$ cat src/rtl/timebase_pkg.sv
// rtl/timebase_pkg.sv - shared state encodings and default constants for timebase_ctrl
package timebase_pkg;

    typedef enum logic {
        ST_RUN   = 1'b0,
        ST_PAUSE = 1'b1
    } tb_state_t;

    localparam int DEF_TICK_DIV   = 25000000;
    localparam int DEF_DEB_CYCLES = 500000;

    // Width of a counter that must hold values 0..max_val.
    function automatic int count_width(input int max_val);
        return (max_val < 1) ? 1 : $clog2(max_val + 1);
    endfunction

endpackage

$ cat src/rtl/key_debounce.sv
// rtl/key_debounce.sv - 2-flop synchronizer, debouncer and press-pulse generator for one active-low key
module key_debounce
    import timebase_pkg::*;
#(
    parameter int DEB_CYCLES = DEF_DEB_CYCLES
) (
    input  logic clk,
    input  logic reset,
    input  logic key,
    output logic press
);

    localparam int CW = count_width(DEB_CYCLES);
    localparam logic [CW-1:0] CNT_LAST = CW'(DEB_CYCLES - 1);

    logic          sync1;
    logic          sync2;
    logic          level;
    logic          level_d;
    logic [CW-1:0] cnt;

    // Bring the raw pushbutton into the clk domain; released level is 1.
    always_ff @(posedge clk) begin
        if (reset) begin
            sync1 <= 1'b1;
            sync2 <= 1'b1;
        end else begin
            sync1 <= key;
            sync2 <= sync1;
        end
    end

    // Accept a new level only after it has differed for DEB_CYCLES cycles in a row.
    always_ff @(posedge clk) begin
        if (reset) begin
            level <= 1'b1;
            cnt   <= '0;
        end else if (sync2 != level) begin
            if (cnt == CNT_LAST) begin
                level <= sync2;
                cnt   <= '0;
            end else begin
                cnt <= cnt + CW'(1);
            end
        end else begin
            cnt <= '0;
        end
    end

    // One-cycle press pulse the cycle after the accepted level falls; releases are silent.
    always_ff @(posedge clk) begin
        if (reset) begin
            level_d <= 1'b1;
            press   <= 1'b0;
        end else begin
            level_d <= level;
            press   <= level_d & ~level;
        end
    end

endmodule

$ cat src/rtl/timebase_ctrl.sv
// rtl/timebase_ctrl.sv - run/pause timebase with prescaler, single-step and legacy slow clock
module timebase_ctrl
    import timebase_pkg::*;
#(
    parameter int TICK_DIV   = DEF_TICK_DIV,
    parameter int DEB_CYCLES = DEF_DEB_CYCLES
) (
    input  logic clk,
    input  logic reset,
    input  logic run_key,
    input  logic step_key,
    output logic tick,
    output logic slow_clk,
    output logic running
);

    localparam int PW = (TICK_DIV > 2) ? $clog2(TICK_DIV) : 1;
    localparam logic [PW-1:0] PRESC_LAST = PW'(TICK_DIV - 1);
    localparam logic [PW-1:0] PRESC_PREV = PW'(TICK_DIV - 2);

    tb_state_t     state;
    logic [PW-1:0] presc;
    logic          run_press;
    logic          step_press;

    key_debounce #(
        .DEB_CYCLES(DEB_CYCLES)
    ) u_run_key (
        .clk  (clk),
        .reset(reset),
        .key  (run_key),
        .press(run_press)
    );

    key_debounce #(
        .DEB_CYCLES(DEB_CYCLES)
    ) u_step_key (
        .clk  (clk),
        .reset(reset),
        .key  (step_key),
        .press(step_press)
    );

    // Run/pause FSM with prescaler; tick is registered from the next prescaler value so it
    // lines up with the cycle where the prescaler sits at TICK_DIV-1.
    always_ff @(posedge clk) begin
        if (reset) begin
            state    <= ST_RUN;
            running  <= 1'b1;
            presc    <= '0;
            tick     <= 1'b0;
            slow_clk <= 1'b0;
        end else begin
            slow_clk <= slow_clk ^ tick;
            case (state)
                ST_RUN: begin
                    if (run_press) begin
                        // The boundary tick (if any) is already on the output this cycle.
                        state   <= ST_PAUSE;
                        running <= 1'b0;
                        presc   <= '0;
                        tick    <= 1'b0;
                    end else begin
                        presc <= (presc == PRESC_LAST) ? '0 : presc + PW'(1);
                        tick  <= (presc == PRESC_PREV);
                    end
                end
                ST_PAUSE: begin
                    presc <= '0;
                    if (run_press) begin
                        // Run toggle wins over a coincident step; count restarts from 0.
                        state   <= ST_RUN;
                        running <= 1'b1;
                        tick    <= 1'b0;
                    end else begin
                        tick <= step_press;
                    end
                end
                default: begin
                    state   <= ST_RUN;
                    running <= 1'b1;
                    presc   <= '0;
                    tick    <= 1'b0;
                end
            endcase
        end
    end

endmodule
$ cat config.mk
export PLATFORM = sky130hd
export DESIGN_NAME = timebase_ctrl
export DESIGN_NICKNAME = d
export VERILOG_FILES = /design/src/rtl/timebase_pkg.sv /design/src/rtl/key_debounce.sv /design/src/rtl/timebase_ctrl.sv
export SDC_FILE = /design/constraint.sdc
export NUM_CORES = 1
export LEC_CHECK = 0
export ABC_AREA = 1
export CORE_UTILIZATION = 35
export DETAILED_ROUTE_END_ITERATION = 10
export PLACE_DENSITY = 0.47
export SLEW_MARGIN = 15
export SYNTH_ARGS = -nofsm -noshare
export SYNTH_HDL_FRONTEND = slang
export SYNTH_SLANG_ARGS = --single-unit
export TNS_END_PERCENT = 10
$ cat constraint.sdc
create_clock -name clk -period 1.9 [get_ports clk]
set_input_delay 0.19 -clock clk [delete_from_list [all_inputs] [get_ports clk]]
set_output_delay 0.19 -clock clk [all_outputs]
set_load 0.05 [all_outputs]
==> impl_results.md, run 1 <==
* Worst hold path startpoint: run_key
* WHS Path Cells at 2
* Pwr/cell area at 706.0 nW/um^2
* Mux cell area share after synthesis at 0
* Final Critical Period at 1.723 ns
* FF-to-FF End: presc[9]$_SDFF_PP0_
* CP endpoint kind: primary output
* Multi-input gate area at between 1500 and 2000 sq um
* Port buffer count at 6
* Die Wd at 105.9 um
* Routed vias at 3221
* Worst EP arrival at 1.53 ns
* Initial antenna violation count at 0
* Status: complete, no violations
* Ys Warns at 0
* Routed Wire Length at approximately 7.9 mm
* Slew @ Worst Pin at 0.4952 ns
* Post-route ant nets at 0
* 1st-iter DRT viols at 148
* Layout area overhead at 11.20%
* CP Launch Type: flop
* Cts repair resizes at 0
* # setup viols final at 0
* Number of H-tree levels at 3
* Avg Cell Area, Syn at 6.918 sq um
* Final setup TNS at 0 ns
* Total power at 2.966 mW
* Distinct cells, synth at 25
* Routability cong. at about 0.78
* FMAX at 0.5803 GHz
* Cells on worst reg2reg path at 8
* Hold buffers post-CTS at 0
* Cells after Synth at 546
* Number of global-route vias before repair at just under 3000
* Clock root cell: clkbuf_8
* First-pass GRT wire length at roughly 14 mm
* Nets@finish at 572
* Async SR Flop Fraction at 0
* Syn_nets at roughly 560
* #FFs+latches synth at 77
* Leakage at 1.359 nW
* Largest net degree at the start of global routing at 26
* Synth Area in Compound Gates at 0.04140
* Die height at 105.9 um
* TritonCTS clock tree: built
* Post-synth top area cell: dfxtp_1
* Critical path class: reg2out
* Global-route usage over all layers at 0.1512
* Core area at 10420 sq um
* Primary FF master, synth: dfxtp_1
* CP top delay family: buffers and inverters
* CTS buffer count at 9
* Xor and xnor fraction of the mapped netlist area at 0.06956
* Required time of the worst setup path at 1.71 ns
* Max_slew headroom at 0.6688
* Total of max-cap violations at 0
* Final Cycle Share at 0.9069
* Fillers at between 1000 and 1500
* Hold Crit Class: in2reg
* Post-DP HPWL at 5.918 mm
* Hold violation total from the final report at 0
* Main combinational cell family by area after synthesis: simple AND/OR/NAND/NOR gates
* RSZ-0062 raised after global routing: no
* Initial Util at 0.3626
* Slowest CP cell: clkdlybuf4s50_1
* Reg2reg setup slack at 0.23 ns
* Seq/Total Area, Yosys at 0.4081
* IO Pins at 7
* WP buf/inv at 1
* CP cell instances: clkdlybuf4s50_1
* Synth Area in Simple Gates at 0.3945
* Top area cells in the synthesized netlist: dfxtp_1 (41%), nand2_1 (13%), nor2_1 (12%)
* Final Max Tran Viols at 0
* Post-synth EDFFs at 0
* Peak VDD IR at 0.3139 mV
* Critical path depth in cells at 1
* Clock Skew at between 0.005 and 0.006 ns
* Most frequent cells in the layout: nand2_1 (133), nor2_1 (119), dfxtp_1 (77), inv_1 (56), nand3_1 (40)
* Adder-Cell Fraction of Synth Area at 0.01987
* Setup Fix Bufs, Post-CTS at 0
* FP Rows at 37
* Critical R2R Launch: presc[0]$_SDFF_PP0_
* Worst Hold Path EP: u_run_key.sync1$_SDFF_PP1_
* Clock buffer depth at 2
* Share of layout cells above drive strength 1 at 0.08657
* CP Max Fanout at 2
* Clock slew seen by the registers of the worst setup and hold paths at 0.08 ns
* Worst skew pair latency at 0.35 ns
* Most common cell after layout, fill and taps aside: nand2_1
* Register area at around 1500 sq um
* # DRC at 0
* Hold Slack at 0.4011 ns
* Vias per inst at 4.588
* ANT cells at 0
* GR Overflow Total at 0
* Die Area at 11210 sq um
* WL per Instance at 11.21 um
* Clk sinks at 77
* Post-Syn Area at 3777 sq um
* Top-area cell type share of the netlist area at 0.4081
* DR pass1 iterations at 4
* Max stage delay on crit path at 0.81 ns
metal layers:
layer	up-vias	GRT usage	routed length, um	share of wire
li1	1730	-	-	-
met1	1442	0.2076	4118	0.52
met2	39	0.2302	3343	0.42
met3	10	0.03340	305	0.039
met4	0	0.05754	102	0.013
met5	-	0	0	0
layout make-up:
cell class | count | share of cell area
clock buffers | 11 | 0.03604
inverters | 56 | 0.05004
multi-input cells | 409 | 0.4724
well taps | 136 | 0.04051
flip-flops and latches | 77 | 0.3670
clock inverters | 4 | 0.01132
repair buffers | 9 | 0.02264
worst max-delay path by stage:
stage	startpoint	to	slack, ns
CTS	running$_SDFFE_PP1P_	running	0.14
detailed placement	presc[0]$_SDFF_PP0_	presc[11]$_SDFF_PP0_	0.21
floorplan	presc[0]$_SDFF_PP0_	presc[19]$_SDFF_PP0_	0.46
finish	tick$_SDFF_PP0_	tick	0.18
global placement	u_run_key.cnt[0]$_SDFF_PP0_	u_run_key.cnt[12]$_SDFF_PP0_	0.23
global route	presc[0]$_SDFF_PP0_	presc[11]$_SDFF_PP0_	0.05
power breakdown:
| part | switching, mW | internal [mW] | leakage, nW | total (mW) |
|---|---|---|---|---|
| sequential | 0.0102 | 1.62 | 0.622 | 1.63 |
| clock | 0.609 | 0.668 | 0.101 | 1.28 |
| combinational | 0.0338 | 0.0225 | 0.636 | 0.0562 |
per-stage QoR:
step | worst slack [ns] | std cells | instance area, sq um | util
after floorplan | 0.4592 | 546 | 3777 | -
after global placement | 0.2337 | 687 | 4001 | 0.3841
after detailed placement | 0.2132 | 687 | 4001 | 0.3841
after CTS | 0.1386 | 702 | 4200 | 0.4032
after global routing | 0.05414 | 702 | 4200 | 0.4032
final | 0.1769 | 702 | 4200 | 0.4032
cell usage after synthesis (4+ instances only):
| cell type | number |
|---|---|
| o21ai_0 | 4 |
| xor2_1 | 20 |
| xnor2_1 | 10 |
| nand3_1 | 40 |
| a21oi_1 | 24 |
| nand2_1 | 133 |
| or2_2 | 10 |
| nor2_2 | 13 |
| ha_1 | 6 |
| nor2_1 | 119 |
| nand3b_1 | 4 |
| dfxtp_1 | 77 |
| nand4_1 | 10 |
| inv_1 | 56 |
registers in the layout, summed over array words and instances (netlist names):
register	cells
slow_clk	1
tick	1
state	1
u_step_key.level	1
u_run_key.cnt	19
u_run_key.level_d	1
u_step_key.sync1	1
running	1
u_run_key.level	1
u_run_key.sync2	1
u_run_key.sync1	1
presc	25
u_step_key.press	1
u_step_key.level_d	1
u_step_key.cnt	19
u_step_key.sync2	1
u_run_key.press	1
cell families (layout without fill, tap and decap cells):
| group | count (synthesis) | in the layout |
|---|---|---|
| buf+inv | 60 | 80 |
| flops | 77 | 77 |
| xor+xnor | 30 | 30 |
| fa+ha+maj | 6 | 6 |
| simple gates | 343 | 343 |
| compound gates | 30 | 30 |
Note: power is estimated with default switching activity, not from simulation.
==> run 2, diff against run 1 <==
--- a/config.mk
+++ b/config.mk
@@ -9,6 +9,7 @@
 export CORE_UTILIZATION = 35
 export DETAILED_ROUTE_END_ITERATION = 10
 export PLACE_DENSITY = 0.47
+export RECOVER_POWER = 50
 export SLEW_MARGIN = 15
 export SYNTH_ARGS = -nofsm -noshare
 export SYNTH_HDL_FRONTEND = slang
==> run 2 against run 1 <==
Maximum frequency shrank 3.0%. Combinational power shrank 2%. Design area shrank 0.15%. Largest cell class unchanged.
==> impl_results.md, run 2 (same netlist as run 1, synthesis figures left out) <==
* Status: complete, no violations
* Nets@finish at around 570
* Combinational share of power at 0.018
* Setup Fix Bufs, Post-CTS at 0
* DR pass1 iterations at 4
* TritonCTS clock tree: built
* Final setup TNS at 0 ns
* CP Max Fanout at 2
* IO Pins at 7
* Number of H-tree levels at 3
* Initial Util at 0.3626
* Post-route ant nets at 0
* Final Cycle Share at 0.9351
* Slew @ Worst Pin at ~0.50 ns
* Critical path class: reg2out
* Final std cells w/o fill at 702
* Worst skew pair latency at about 0.35 ns
* Int Pwr at 2.312 mW
* Switching Share at 0.2206
* Total of max-cap violations at 0
* Port buffer count at 6
* Cts repair resizes at 0
* Die Area at 11210 sq um
* Fillers at roughly 1100
* Leakage at 1.356 nW
* First-pass GRT wire length at 13.52 mm
* Share of layout cells above drive strength 1 at 0.08304
* Worst EP arrival at 1.59 ns
* Routability cong. at 0.7769
* Clock slew seen by the registers of the worst setup and hold paths at around 0.080 ns
* Cells on worst reg2reg path at 6
* WL per Instance at 11.22 um
* Clock root cell: clkbuf_8
* Pwr/cell area at 707.1 nW/um^2
* Most frequent cells in the layout: nand2_1 (133), nor2_1 (120), dfxtp_1 (77), inv_1 (56), nand3_1 (40)
* GR Overflow Total at 0
* ANT cells at 0
* Die Wd at 105.9 um
* Routed Wire Length at roughly 8 mm
* CP Launch Type: flop
* WP buf/inv at 1
* Max_slew headroom at 0.6640
* Hold buffers post-CTS at 0
* Slowest CP cell: dlygate4sd3_1
* Clk sinks at 77
* Reg with most FFs: presc
* Post-DP HPWL at approximately 5.9 mm
* Largest regs: presc: 25 flops, u_run_key.cnt: 19 flops, u_step_key.cnt: 19 flops
* CP endpoint kind: primary output
* Global-route usage over all layers at 0.1512
* Worst hold path startpoint: run_key
* Die height at about 110 um
* Clock Power Share at 0.431
* Critical R2R Launch: u_step_key.cnt[0]$_SDFF_PP0_
* FF-to-FF End: u_step_key.cnt[9]$_SDFF_PP0_
* Number of global-route vias before repair at 2983
* RSZ-0062 raised after global routing: no
* FMAX at 0.5628 GHz
* Vias per inst at 4.595
* Critical path depth in cells at 1
* Final Critical Period at about 1.8 ns
* 1st-iter DRT viols at 146
* Clock Skew at 0.007739 ns
* Total power at approximately 3 mW
* Initial antenna violation count at 0
* # DRC at 0
* Most common cell after layout, fill and taps aside: nand2_1
* Pre-CTS setup slack at 0.2132 ns
* Reg power frac at 0.551
* Final Core Density at 0.4026
* Largest net degree at the start of global routing at 26
* WHS Path Cells at 2
* Reg2reg setup slack at 0.22 ns
* # setup viols final at 0
* Psw at 654.2 uW
* Final WS setup at 0.1232 ns
* Core area at 10420 sq um
* Clock buffer depth at 2
* Max stage delay on crit path at 0.88 ns
* Routed vias at 3226
* Hold Crit Class: in2reg
* Max reg flops at 25
* Worst Hold Path EP: u_run_key.sync1$_SDFF_PP1_
* CP top delay family: buffers and inverters
* CTS buffer count at 9
* Peak VDD IR at 0.3133 mV
* Hold violation total from the final report at 0
* CP cell instances: dlygate4sd3_1
* Final Max Tran Viols at 0
* Placed insts at a little under 700
* Required time of the worst setup path at 1.71 ns
* FP Rows at 37
* Layout area overhead at 11.03%
## run 2: changes by cell type in the layout (fill, tap and decap cells not counted)
cell	before	now
buf_4	2	1
clkbuf_1	0	1
clkdlybuf4s50_1	6	3
dlygate4sd3_1	0	3
nor2_1	119	120
nor2_2	13	12
## run 2: power groups by stage
stage / sequential [mW] / combinational (mW) / clock, mW
final: 1.63 / 0.0548 / 1.28
after CTS: 1.63 / 0.0582 / 1.33
after global routing: 1.64 / 0.0617 / 1.39
after detailed placement: 1.67 / 0.0579 / 0
after floorplan: 1.67 / 0.0426 / 0
after global placement: 1.67 / 0.0574 / 0
## run 2: per-stage QoR
step / hold WS [ns] / cell area (sq um)
after CTS: 0.3815 / 4200
final: 0.4015 / 4194
after detailed placement: 0.3972 / 4001
after global placement: 0.3930 / 4001
after global routing: 0.4044 / 4194
after floorplan: 0.2612 / 3777
## run 2: final cells by class
cell class / count / area [sq um] / area share
clock buffers: 11 / 151.4 / 0.03610
clock inverters: 4 / 47.55 / 0.01134
inverters: 56 / 210.2 / 0.05012
well taps: 136 / 170.2 / 0.04057
flip-flops and latches: 77 / 1541 / 0.3675
repair buffers: 9 / 91.34 / 0.02178
multi-input cells: 409 / 1982 / 0.4726
## run 2: how the worst max path moves through the flow
stage	start	endpoint
after floorplan	presc[0]$_SDFF_PP0_	presc[19]$_SDFF_PP0_
after global placement	u_run_key.cnt[0]$_SDFF_PP0_	u_run_key.cnt[12]$_SDFF_PP0_
after detailed placement	presc[0]$_SDFF_PP0_	presc[11]$_SDFF_PP0_
after CTS	running$_SDFFE_PP1P_	running
after global routing	u_step_key.cnt[0]$_SDFF_PP0_	u_step_key.cnt[17]$_SDFF_PP0_
final	running$_SDFFE_PP1P_	running
## run 2: per-layer routing
| metal | vias up | global-route usage | share of wire |
|---|---|---|---|
| li1 | 1731 | - | - |
| met1 | 1444 | 0.2076 | 0.53 |
| met2 | 41 | 0.2302 | 0.42 |
| met3 | 10 | 0.03340 | 0.038 |
| met4 | 0 | 0.05754 | 0.013 |
| met5 | - | 0 | 0 |
